$ cat config.mk
export PLATFORM = sky130hd
export DESIGN_NAME = rv32i_fetch_stage
export DESIGN_NICKNAME = d
export VERILOG_FILES = /design/src/rtl/rv32i_pkg.sv /design/src/rtl/rv32i_fetch_fifo.sv /design/src/rtl/rv32i_fetch_stage.sv
export SDC_FILE = /design/constraint.sdc
export NUM_CORES = 1
export LEC_CHECK = 0
export CORE_MARGIN = 2
export CORE_UTILIZATION = 54
export CTS_BUF_LIST = sky130_fd_sc_hd__clkbuf_2
export CTS_CLUSTER_DIAMETER = 200
export DETAILED_ROUTE_END_ITERATION = 8
export GPL_TIMING_DRIVEN = 0
export PLACE_DENSITY = 0.94
export SETUP_SLACK_MARGIN = 0.3
export SYNTH_ARGS = -nofsm -noshare
export SYNTH_HDL_FRONTEND = slang
export SYNTH_SLANG_ARGS = --single-unit
export TNS_END_PERCENT = 10
$ cat constraint.sdc
create_clock -name clk -period 3.73 [get_ports clk]
set_input_delay 0.746 -clock clk [delete_from_list [all_inputs] [get_ports clk]]
set_output_delay 0.746 -clock clk [all_outputs]
set_load 0.01 [all_outputs]
$ cat src/rtl/rv32i_pkg.sv
// Shared RV32I core types: PC select encoding, fetch FSM states, fetch buffer entry.
package rv32i_pkg;

  localparam int          XLEN      = 32;
  localparam logic [31:0] INSTR_NOP = 32'h0000_0013;

  localparam int PCSEL_W = 1;
  typedef enum logic [PCSEL_W-1:0] {
    PC_4   = 1'b0,
    PC_ALU = 1'b1
  } PCSel_e;

  typedef enum logic [1:0] {
    F_BOOT = 2'd0,
    F_RUN  = 2'd1,
    F_HALT = 2'd2
  } FetchState_e;

  typedef struct packed {
    logic [XLEN-1:0] instr;
    logic [XLEN-1:0] pc;
  } fetch_entry_t;

endpackage

$ cat src/rtl/rv32i_fetch_fifo.sv
// Small synchronous FIFO of fetched {instr, pc} entries with a single-cycle flush.
module rv32i_fetch_fifo
  import rv32i_pkg::*;
#(
  parameter int DEPTH = 2,
  localparam int AW = $clog2(DEPTH)
) (
  input  logic         clk,
  input  logic         rst_n,
  input  logic         push_i,
  input  logic         pop_i,
  input  logic         flush_i,
  input  fetch_entry_t wdata_i,
  output fetch_entry_t rdata_o,
  output logic [AW:0]  count_o,
  output logic         empty_o,
  output logic         full_o
);

  logic [AW-1:0] wr_ptr_q, rd_ptr_q;
  logic [AW:0]   count_q;
  fetch_entry_t  mem_q [DEPTH];
  logic          do_push, do_pop;

  assign empty_o = (count_q == '0);
  assign full_o  = (count_q == (AW+1)'(DEPTH));
  assign do_pop  = pop_i && !empty_o;
  // A push into a full FIFO is only taken when the head leaves the same cycle.
  assign do_push = push_i && (!full_o || do_pop);
  assign rdata_o = mem_q[rd_ptr_q];
  assign count_o = count_q;

  // Storage, pointers and occupancy; flush discards everything and ignores a same-cycle push.
  always_ff @(posedge clk or negedge rst_n) begin
    if (!rst_n) begin
      wr_ptr_q <= '0;
      rd_ptr_q <= '0;
      count_q  <= '0;
      for (int i = 0; i < DEPTH; i++) mem_q[i] <= '0;
    end else if (flush_i) begin
      wr_ptr_q <= '0;
      rd_ptr_q <= '0;
      count_q  <= '0;
    end else begin
      if (do_push) begin
        mem_q[wr_ptr_q] <= wdata_i;
        wr_ptr_q        <= wr_ptr_q + AW'(1);
      end
      if (do_pop) rd_ptr_q <= rd_ptr_q + AW'(1);
      count_q <= count_q + (AW+1)'(do_push) - (AW+1)'(do_pop);
    end
  end

endmodule

$ cat src/rtl/rv32i_fetch_stage.sv
// RV32I instruction fetch: owns the PC, credit-limited imem requests, in-order
// responses into a small buffer, redirect handling with stale-response dropping.
module rv32i_fetch_stage
  import rv32i_pkg::*;
#(
  parameter logic [31:0] RESET_PC   = 32'h0000_0000,
  parameter int          FIFO_DEPTH = 2
) (
  input  logic               clk,
  input  logic               rst_n,
  input  logic [PCSEL_W-1:0] pc_sel_i,
  input  logic [31:0]        alu_target_i,
  output logic               imem_req_valid_o,
  input  logic               imem_req_ready_i,
  output logic [31:0]        imem_req_addr_o,
  input  logic               imem_rsp_valid_i,
  input  logic [31:0]        imem_rsp_data_i,
  output logic               id_valid_o,
  input  logic               id_ready_i,
  output logic [31:0]        id_instr_o,
  output logic [31:0]        id_pc_o,
  output logic [31:0]        id_pc4_o,
  output logic               fetch_err_o
);

  localparam int CW = $clog2(FIFO_DEPTH) + 1;

  FetchState_e   state_q, state_d;
  logic [31:0]   pc_q, pc_d;
  logic [31:0]   rsp_pc_q, rsp_pc_d;
  logic [CW-1:0] out_q, out_d;
  logic [CW-1:0] drop_q, drop_d;

  logic          redirect, req_valid, req_fire, rsp_push, rsp_dec, pop;
  logic [31:0]   target;
  logic [CW:0]   reserved;
  logic [CW-1:0] fifo_count;
  logic          fifo_empty, fifo_full;
  fetch_entry_t  fifo_head, fifo_wdata;

  // Bit 0 of the ALU sum is cleared (JALR semantics); bit 1 set means misaligned.
  assign target   = alu_target_i & ~32'h1;
  assign redirect = (state_q == F_RUN) && (pc_sel_i == PC_ALU);
  // Every in-flight request must have a guaranteed buffer slot waiting for it.
  assign reserved = {1'b0, out_q} + {1'b0, fifo_count};
  assign req_valid = (state_q == F_RUN) && !fifo_full && (reserved < (CW+1)'(FIFO_DEPTH));
  assign req_fire  = req_valid && imem_req_ready_i;
  assign rsp_dec   = imem_rsp_valid_i && (out_q != '0);
  assign rsp_push  = imem_rsp_valid_i && (drop_q == '0) && (state_q != F_HALT);
  // The head is not consumed on a redirect; the flush removes it anyway.
  assign pop       = !fifo_empty && id_ready_i && !redirect;
  assign fifo_wdata = '{instr: imem_rsp_data_i, pc: rsp_pc_q};

  // Next-state: FSM, PC, response PC, outstanding and drop accounting.
  always_comb begin
    state_d  = state_q;
    pc_d     = pc_q;
    rsp_pc_d = rsp_pc_q;
    out_d    = out_q + CW'(req_fire) - CW'(rsp_dec);
    drop_d   = drop_q;
    if (imem_rsp_valid_i && (drop_q != '0)) drop_d = drop_q - CW'(1);
    if (req_fire) pc_d = pc_q + 32'd4;
    if (rsp_push) rsp_pc_d = rsp_pc_q + 32'd4;
    unique case (state_q)
      F_BOOT: state_d = F_RUN;
      F_RUN: begin
        if (redirect) begin
          // Everything still in flight after this edge belongs to the old path.
          drop_d = out_d;
          if (target[1]) begin
            state_d = F_HALT;
          end else begin
            pc_d     = target;
            rsp_pc_d = target;
          end
        end
      end
      F_HALT:  state_d = F_HALT;
      default: state_d = F_BOOT;
    endcase
  end

  // State registers.
  always_ff @(posedge clk or negedge rst_n) begin
    if (!rst_n) begin
      state_q  <= F_BOOT;
      pc_q     <= RESET_PC;
      rsp_pc_q <= RESET_PC;
      out_q    <= '0;
      drop_q   <= '0;
    end else begin
      state_q  <= state_d;
      pc_q     <= pc_d;
      rsp_pc_q <= rsp_pc_d;
      out_q    <= out_d;
      drop_q   <= drop_d;
    end
  end

  rv32i_fetch_fifo #(.DEPTH(FIFO_DEPTH)) u_fifo (
    .clk     (clk),
    .rst_n   (rst_n),
    .push_i  (rsp_push),
    .pop_i   (pop),
    .flush_i (redirect),
    .wdata_i (fifo_wdata),
    .rdata_o (fifo_head),
    .count_o (fifo_count),
    .empty_o (fifo_empty),
    .full_o  (fifo_full)
  );

  assign imem_req_valid_o = req_valid;
  assign imem_req_addr_o  = pc_q;
  assign id_valid_o       = !fifo_empty;
  // Decode fields read as zero while nothing is buffered.
  assign id_instr_o       = fifo_empty ? 32'h0 : fifo_head.instr;
  assign id_pc_o          = fifo_empty ? 32'h0 : fifo_head.pc;
  assign id_pc4_o         = fifo_empty ? 32'h0 : fifo_head.pc + 32'd4;
  assign fetch_err_o      = (state_q == F_HALT);

endmodule
-- Word-level counts from Yosys, hierarchy flattened
Index checks and enable logic that the tools add are counted.
- output and inout port bits: 131
- input bits: 70
- register bits after elaboration: 202
- logic and storage cells: 90
- bitwise operators: 3
- reduce and logical (&&, ||, !) cells: 26
- magnitude comparators: 4
- multiplexer cells: 28
- add/subtract/negate cells: 11
- equality and inequality tests: 6
- operators by type and width (cell ; number):
    2-to-1 mux 32 bit ; 11
    2-to-1 mux 64 bit ; 4
    bitwise mux 128 bit ; 1
    adder 32 x 3 -> 32 bit, second input constant ; 3
    demux 64 bit (select 1 bit) ; 1
    logical AND 1 bit ; 13
    2-to-1 mux 2 bit ; 6
    nonzero test 2 bit ; 4
    zero test 2 bit ; 3
    != test 2 bit, second input constant ; 3
    case mux 2 bit (3 select lines) ; 1
    adder 2 x 1 -> 2 bit ; 2
    == test 2 bit, second input constant ; 2
    >= comparator 2 bit, second input constant ; 2
    2-to-1 mux 1 bit ; 4
    NOT 1 -> 2 bit ; 2
    AND reduction 2 bit ; 2
    subtractor 2 x 1 -> 2 bit ; 2
    adder 2 x 2 -> 3 bit ; 1
    zero test 1 bit ; 3
    < comparator 3 x 2 -> 1 bit, second input constant ; 1
    adder 1 bit, second input constant ; 2
    == test 2 x 1 -> 1 bit, second input constant ; 1
    < comparator 2 x 1 -> 1 bit, second input constant ; 1
    3 further kinds ; 3

-- Depth between registers and ports, before layout
Gate-level depths: netlist (run 1).
- depth in word-level cells: 10
- gate-level depth with buffers: 12
- mapped depth without buffers: 12

-- By module
Synthesis (run 1) repeated with hierarchy kept, for this count alone.
- cell total of the unflattened synthesis: 1037
- area total of the unflattened synthesis: 11284.6 µm²
- modules (own cells, without submodules) (module ; times used ; area an instance (µm²) ; sequential area each (µm²) ; cells each):
    rv32i_fetch_fifo ; 1 ; 5979.5 ; 3303.2 ; 365
    rv32i_fetch_stage ; 1 ; 5305.1 ; 1651.6 ; 672

-- Least setup slack after synthesis (run 1)
OpenSTA, ideal clock, no wires.
- kind: register -> output
- start: register u_fifo.rd_ptr_q
- end: output id_pc4_o[26]
- required time: 2984 ps
- buffers on the path: 3
- arrival time: 2394 ps
- stages on the path, launching flop included: 11
- path slack: 590 ps
- cells stage by stage: dfrtp_1 -> buf_6 -> buf_4 -> buf_2 -> mux2_2 -> ha_1 -> inv_1 -> a211oi_2 -> nand4_2 -> nor3_1 -> mux2_1
- word-level cells in the longest chain between the ends: 6
- ends and longest elaborated chain (item ; line ; RTL):
    start, declared ; rv32i_fetch_fifo.sv:20 ; logic [AW-1:0] wr_ptr_q, rd_ptr_q;
    start signal, assigned ; rv32i_fetch_fifo.sv:49 ; if (do_pop) rd_ptr_q <= rd_ptr_q + AW'(1);
    NOT 1 -> 2 bit (implied by the code) ; rv32i_fetch_fifo.sv:30 ; assign rdata_o = mem_q[rd_ptr_q];
    2-to-1 mux 64 bit (implied by the code) (3 in a row) ; rv32i_fetch_fifo.sv:30 ;
    adder 32 x 3 -> 32 bit ; rv32i_fetch_stage.sv:119 ; assign id_pc4_o = fifo_empty ? 32'h0 : fifo_head.pc + 32'd4;
    2-to-1 mux 32 bit ; rv32i_fetch_stage.sv:119 ;
    end, declared ; rv32i_fetch_stage.sv:22 ; output logic [31:0] id_pc4_o,
Every way passes these cells. The select of a mux whose other input is x is not followed.

-- Worst setup path in the final report (run 1)
- start: register u_fifo.rd_ptr_q
- end: output id_pc4_o[30]
The elaborated chain is that of the path after synthesis.

==> impl_metrics.csv, run 1 <==
group,metric,value,unit
run_status,outcome,"finished, violations left",
run_status,violations,"setup timing",
power_and_ir_drop,combinationalPowerShare,57.0,%
synth,synth-seq-area-share,46.2,%
detailed_routing,avgRoutedWirePerCell,20.4,um
placed_design,port_buffers,193,
sta,finalHoldViolations,0,
synth,yosysUniqueCellTypes,61,
sta,whs,406,ps
sta,tns,-2150,ps
placed_design,hpwl,20900,um
synth,async_reset_ff_share,100,%
cells_and_area,multiInputGateArea,0.00560,sq mm
clock_tree,cts_made_buffers,17,
global_route,track_usage,29.1,%
worst_setup_path,worstPathArrival,3270,ps
worst_setup_path,cp-start-kind,"register",
cells_and_area,post-route-util,71.2,%
worst_setup_path,crit_fanout,5,
synth,synth.avg_cell_area,10.9,sq um
worst_setup_path,cp.required,2980,ps
sta,period_needed,4010,ps
worst_setup_path,worstSetupPathType,"register to output port",
detailed_routing,vias_per_cell,5.89,
power_and_ir_drop,netSwitchingPower,5.36,mW
power_and_ir_drop,internal_power,7.08,mW
detailed_routing,drt_iter0_markers,649,
worst_setup_path,path_buf_inv,6,
sta,fin_skew,63.4,ps
sta,fin_ws,-283,ps
synth,yosysWarnings,0,
power_and_ir_drop,swShare,43.1,%
floorplanning,io_pins,201,
sta,rsz0062_at_grt,"yes",
clock_tree,clock-root-buffer,"clkbuf_2",
sta,worstMarginPinSlew,670,ps
floorplanning,design.core.area,0.0193,sq mm
placed_design,globalplace.congestion,0.884,
detailed_routing,finalWirelength,30500,um
power_and_ir_drop,cellLeakagePower,6.26,nW
global_route,grt_max_degree,129,
clock_tree,cts_tree,"yes",
synth,synthesis.area,0.0105,sq mm
worst_setup_path,path_delay_family,"buffers and inverters",
global_route,grt_overflow_total,0,
cells_and_area,drive_above_1_share,26.3,%
worst_setup_path,crit_chain,"buf_6, buf_12, buf_12, mux2_4, ha_4, inv_4, a211oi_4, nand4_4, buf_6, o31ai_4, o41ai_4, buf_2",
worst_setup_path,r2r_slack,750,ps
clock_tree,clk_latency,830,ps
worst_setup_path,worstSetupEndpoint,"id_pc4_o[30]",
clock_tree,clockBufferDepth,2,
floorplanning,num_rows,51,
sta,drv_slew,0,
cells_and_area,regArea,0.00486,sq mm
cells_and_area,fillCellCount,1288,
floorplanning,die_w,144,um
sta,max_freq,249,MHz
clock_tree,htree_levels,4,
global_route,antenna_found_initial,1,
min_path,hold_path.class,"primary input to asynchronous set/reset pin",
detailed_routing,vias,8818,
worst_setup_path,r2r_end,"drop_q[1]",
worst_setup_path,max_stage_delay,460,ps
sta,finalSetupViolations,18,
power_and_ir_drop,peakVddDrop,0.433,mV
synth,synth_flop_cell,"dfrtp_1",
synth,synthCells,969,
synth,synth_edf_count,0,
cells_and_area,nets,1299,
power_and_ir_drop,clkPwrFrac,8.7,%
clock_tree,cts.clk_slew.worst_paths,290,ps
worst_setup_path,crit_slowest_cell,"dfrtp_1",
power_and_ir_drop,p_per_area,906,mW/mm^2
worst_setup_path,r2r_start,"out_q[0]",
floorplanning,die_y,144,um
detailed_routing,drc,0,
worst_setup_path,reg2regPathDepth,12,
clock_tree,cts.sink_count,194,
job,max_cap_violations,0,
floorplanning,initial_utilization,54.6,%
cells_and_area,areaGrowthSynthToFinish,30.5,%
synth,synth-seq-cells,194,
worst_setup_path,cp-startpoint,"u_fifo.rd_ptr_q",
global_route,grt_pass1_wl,46600,um
floorplanning,die_area,0.0206,sq mm
detailed_routing,first_pass_iters,6,
global_route,grt_pass1_vias,8870,
sta,finalCritPeriodShare,108,%
worst_setup_path,end_kind,"output port",
power_and_ir_drop,power.total,12.4,mW
detailed_routing,ant_nets,0,
worst_setup_path,crit_cells,12,
sta,relSlewSlack,54.9,%
power_and_ir_drop,pwr-share-seq,34.3,%
==> timing repair <==
item                                   in CTS  in global routing
setup endpoints to repair                  93                 88
pin swaps                                  18                 17
endpoints found under the hold margin      66                  0
resized for setup                         154                 96
hold buffers                                1                  0
cloned                                      1                  0
setup buffers                              20                  8
==> how the worst min path moves through the flow <==
stage	start	endpoint	slack [ps]
finish	rst_n	u_fifo.mem_q[35]	410
global route	rst_n	u_fifo.mem_q[35]	410
CTS	rst_n	u_fifo.mem_q[35]	400
detailed placement	u_fifo.mem_q[126]	u_fifo.mem_q[126]	490
global placement	u_fifo.mem_q[83]	u_fifo.mem_q[83]	460
floorplan	rst_n	drop_q[0]	450
==> power groups by stage <==
stage / Combinational (mW) / Clock [mW] / Sequential [mW]
floorplan: 3.76 / 0 / 3.91
global placement: 6.36 / 0 / 4.04
detailed placement: 6.57 / 0 / 4.16
CTS: 6.83 / 1.09 / 4.15
global route: 7.57 / 1.17 / 4.37
finish: 7.08 / 1.09 / 4.26
==> cells in the mapped netlist, drive strengths merged (2+ instances only) <==
cell type	count	area share [%]
dfrtp	194	46
mux2	129	15
nor2	119	4.2
a21oi	62	3.0
mux2i	62	5.9
nand2	53	1.9
xnor2	40	3.3
buf	37	2.4
xor2	34	2.8
nand4	30	1.9
clkbuf	21	0.75
inv	21	0.75
nand3	21	1.0
o21ai	17	0.81
and2	14	0.83
nor3	13	0.73
nor4	12	0.98
and3	11	0.65
ha	11	1.3
o31ai	9	0.64
nand4b	7	0.73
and4	6	0.50
nand3b	6	0.46
a211oi	5	0.45
a31oi	5	0.30
or3	5	0.30
nor2b	3	0.18
or4	3	0.21
a22oi	2	0.19
o22ai	2	0.18
or2	2	0.12
==> metrics by stage <==
step / area (sq um) / setup slack, ps / std cells
6_report: 13700 / -283 / 1496
4_1_cts: 13500 / -330 / 1487
3_5_place_dp: 12800 / -354 / 1433
2_1_floorplan: 10500 / 590 / 974
5_1_grt: 13700 / -381 / 1496
3_3_place_gp: 12800 / -5680 / 1432
==> cell usage in the layout, fill, tap and decap left out, types with 21 or more instances in the layout <==
cell type	instances
a21oi_1	59
buf_2	27
buf_4	30
buf_6	21
clkbuf_2	25
clkdlybuf4s50_1	134
dfrtp_1	192
mux2_2	92
mux2_4	37
mux2i_1	44
nand2_1	51
nand4_1	28
nor2_1	116
xnor2_1	40
xor2_1	34
==> cell families after synthesis <==
family,count (synthesis),share of synthesized area [%]
simple gates,308,15.2
flops,194,46.2
mux,191,20.9
compound gates,110,6.16
buf+inv,79,3.93
xor+xnor,74,6.16
fa+ha+maj,12,1.50
other cells,1,0.0357
==> worst reg2reg max path, delay by kind of cell, from the launching register on <==
| family | cells | cell delay [ps] |
|---|---|---|
| AND/OR/NAND/NOR | 4 | 940 |
| flip-flops | 1 | 490 |
| adder cells (fa/ha/maj) | 3 | 930 |
| buffers and inverters | 2 | 130 |
| XOR/XNOR | 2 | 320 |
| AO/OA/AOI/OAI | 1 | 110 |
==> routing by layer <==
metal	track usage, %	vias up	wire length (um)
met5	0	-	0
met4	12.3	0	1010
met3	5.40	83	2420
met2	49.4	458	14900
met1	36.6	4372	12100
li1	-	3905	-
==> flip-flops by register name (all words and copies together) (netlist names) <==
register	count
u_fifo.mem_q	124
state_q	2
u_fifo.wr_ptr_q	1
drop_q	2
out_q	2
u_fifo.rd_ptr_q	1
u_fifo.count_o	2
imem_req_addr_o	30
rsp_pc_q	30
==> final cells by class <==
cell class              instances  share of cell area [%]
repair buffers                224                    15.6
clock inverters                15                    1.22
plain buffers                  58                    3.29
flip-flops and latches        194                    35.4
diodes                          1                  0.0182
inverters                      21                   0.620
multi-input cells             701                    40.8
clock buffers                  17                   0.620
well taps                     265                    2.42
Note: power is estimated with default switching activity, not from simulation.
==> inputs of run 2 (changes only) <==
--- a/config.mk
+++ b/config.mk
@@ -5,8 +5,9 @@
 export SDC_FILE = /design/constraint.sdc
 export NUM_CORES = 1
 export LEC_CHECK = 0
+export ABC_AREA = 1
 export CORE_MARGIN = 2
-export CORE_UTILIZATION = 54
+export CORE_UTILIZATION = 55
 export CTS_BUF_LIST = sky130_fd_sc_hd__clkbuf_2
 export CTS_CLUSTER_DIAMETER = 200
 export DETAILED_ROUTE_END_ITERATION = 8
==> run 2 against run 1 <==
Against the previous run:
- highest routed layer unchanged
- total power about the same
- sequential power shrank 5.6%
- the run now ends clean
- critical endpoint is now id_pc4_o[15]
- clock power about the same
- critical path type unchanged
- largest cell class unchanged
- cell count is 47% higher
==> impl_metrics.csv, run 2 <==
group,metric,value,unit
cells_and_area,drive_above_1_share,14.8,%
detailed_routing,first_pass_iters,9,
synth,synthTopCellsByArea,"dfrtp_1 42%, nand2_1 20%, o21ai_0 6.7%, nor2_1 6.0%, inv_1 5.9%",
floorplanning,die_area,0.0220,sq mm
sta,drv_slew,0,
cells_and_area,final_area,0.0149,sq mm
sta,finalHoldViolations,0,
sta,max_freq,271,MHz
cells_and_area,final_cell_mix,"550 x nand2_1, 193 x dfrtp_1, 173 x inv_1",
power_and_ir_drop,peakVddDrop,0.437,mV
clock_tree,cts.clk_slew.worst_paths,330,ps
clock_tree,cts.sink_count,194,
power_and_ir_drop,netSwitchingPower,6.09,mW
clock_tree,clock-root-buffer,"clkbuf_2",
worst_setup_path,worstSetupPathType,"register to output port",
sta,rsz0062_at_grt,"yes",
floorplanning,initial_utilization,56.3,%
power_and_ir_drop,pwr-share-seq,32.3,%
sta,finalCritPeriodShare,98.9,%
global_route,antenna_found_initial,1,
power_and_ir_drop,cellLeakagePower,7.65,nW
power_and_ir_drop,p_per_area,836,mW/mm^2
synth,synth_top_cells_by_count,"604 x nand2_1, 194 x dfrtp_1, 183 x nor2_1, 179 x inv_1, 154 x o21ai_0",
synth,synth-seq-cells,194,
detailed_routing,drc,0,
job,max_cap_violations,0,
cells_and_area,areaGrowthSynthToFinish,29.8,%
sta,finalSetupViolations,0,
synth,synth_top_area_share,42.3,%
floorplanning,io_pins,201,
global_route,grt_overflow_total,0,
clock_tree,htree_levels,4,
detailed_routing,avgRoutedWirePerCell,17.1,um
clock_tree,clk_latency,860,ps
power_and_ir_drop,internal_power,6.34,mW
power_and_ir_drop,swShare,49.0,%
worst_setup_path,crit_fanout,6,
clock_tree,clockBufferDepth,2,
worst_setup_path,cp.required,2980,ps
synth,synthesis.area,0.0115,sq mm
detailed_routing,ant_nets,0,
placed_design,port_buffers,193,
sta,period_needed,3690,ps
synth,synth.avg_cell_area,6.91,sq um
sta,worstMarginPinSlew,686,ps
clock_tree,cts_made_buffers,17,
global_route,grt_pass1_vias,11600,
clock_tree,cts_tree,"yes",
global_route,grt_max_degree,109,
synth,synth-seq-area-share,42.3,%
synth,synthCells,1659,
global_route,grt_pass1_wl,56800,um
floorplanning,design.core.area,0.0204,sq mm
power_and_ir_drop,combinationalPowerShare,59.1,%
synth,yosys.area.top_type,"dfrtp_1",
global_route,track_usage,32.5,%
min_path,hold_path.class,"primary input to asynchronous set/reset pin",
power_and_ir_drop,clkPwrFrac,8.5,%
synth,async_reset_ff_share,100,%
placed_design,place_area,0.0138,sq mm
sta,relSlewSlack,54.3,%
floorplanning,die_w,148,um
sta,fin_skew,38.6,ps
detailed_routing,finalWirelength,37500,um
worst_setup_path,r2r_slack,880,ps
worst_setup_path,end_kind,"output port",
synth,post-synth-top-count-cell,"nand2_1",
cells_and_area,final_common_cell,"nand2_1",
synth,synth_flop_cell,"dfrtp_1",
synth,synth_edf_count,0,
run_status,outcome,"completed",
floorplanning,die_y,148,um
cells_and_area,post-route-util,73.1,%
detailed_routing,vias_per_cell,5.65,
synth,yosysUniqueCellTypes,44,
placed_design,hpwl,26600,um
cells_and_area,top_register,"u_fifo.mem_q",
placed_design,globalplace.congestion,0.975,
cells_and_area,largest_reg_flops,124,
synth,yosysWarnings,0,
floorplanning,num_rows,52,
worst_setup_path,cp-start-kind,"register",
worst_setup_path,worstPathArrival,2940,ps
detailed_routing,vias,12400,
detailed_routing,drt_iter0_markers,1236,
cells_and_area,nets,1991,
==> run 2: cell count changes in the layout (fill, tap and decap cells not counted), sizes merged, moves of 12 or more <==
cell / previous run / this run
xnor2: 40 / 4
inv: 28 / 190
dlygate4sd2: 19 / 4
nor4: 12 / 0
nand3: 21 / 66
dlymetal6s2s: 16 / 36
mux2i: 62 / 1
mux2: 129 / 0
nor2: 119 / 199
nand2: 53 / 624
o21ai: 17 / 179
a21oi: 62 / 50
==> run 2: area by class of cell <==
| type | instances | area [sq um] |
|---|---|---|
| antenna | 1 | 2.50 |
| buffer | 67 | 509 |
| clock buffer | 17 | 85.1 |
| clock inverter | 15 | 164 |
| fill | 1479 | 5490 |
| inverter | 184 | 698 |
| multi-input combinational | 1219 | 6010 |
| sequential | 194 | 4860 |
| tap | 270 | 338 |
| timing repair buffer | 226 | 2210 |
==> run 2: routing by layer <==
layer  vias up  track usage, %  routed length, um
met2       801            53.2              18000
met4         0            17.2               1980
met5         -               0                  0
met3       164            6.17               3590
met1      5759            41.2              14000
li1       5677               -                  -
==> run 2: kinds of logic (layout without fill, tap and decap cells) <==
group,count (synthesis),after routing,synth area share (%)
fa+ha+maj,12,12,1.38
compound gates,240,240,10.8
flops,194,194,42.3
xor+xnor,29,29,2.22
other cells,1,7,0.0327
mux,1,1,0.0873
simple gates,931,931,33.4
buf+inv,251,509,9.76
==> run 2: repair_timing <==
item                                    4_1_cts  5_1_grt
setup buffers                                15       15
endpoints found under the setup margin       93       92
gates cloned                                  1        0
pin swaps                                    15       46
hold endpoints to repair                     86        0
resized for setup                           140      189
hold buffers                                  1        0
==> run 2: worst paths after layout <==
kind / from / to / cells after the start
setup / recovery: u_fifo.rd_ptr_q / id_pc4_o[15] / 13
hold / removal: rst_n / u_fifo.mem_q[39] / 2
setup reg to reg: u_fifo.count_o[0] / drop_q[1] / 13
hold reg to reg: u_fifo.mem_q[124] / u_fifo.mem_q[124] / 2
max in group asynchronous: rst_n / u_fifo.mem_q[60] / 3
min in group clk: imem_rsp_data_i[7] / u_fifo.mem_q[103] / 3
==> run 2: power groups by stage <==
| stage | Sequential (mW) | Clock, mW | Combinational [mW] |
|---|---|---|---|
| after floorplan | 3.82 | 0 | 3.78 |
| after global placement | 3.92 | 0 | 6.42 |
| after detailed placement | 3.97 | 0 | 6.65 |
| after CTS | 3.94 | 1.05 | 6.86 |
| after global routing | 4.13 | 1.13 | 7.99 |
| final | 4.02 | 1.06 | 7.35 |
==> run 2: per-stage QoR <==
stage               hold slack [ps]  TNS (ps)  setup WS (ps)  std cells  total power, mW
floorplan                       450         0           1130       1664             7.60
detailed placement              473         0            158       2128             10.6
global route                    384      -369          -77.6       2193             13.2
CTS                             408         0           94.2       2177             11.8
global placement                464  -1107880          -5730       2127             10.3
finish                          364         0           42.9       2193             12.4
==> run 2: critical path, cell delays in order (launching register included) <==
cell,delay [ps]
dfrtp_1,480
buf_6,170
buf_12,140
buf_8,140
nand2_2,70
nand2_4,100
nand2_4,70
nor2_4,190
buf_6,120
nand2_2,60
nor2_4,130
o21ai_1,80
a21oi_1,190
buf_2,170
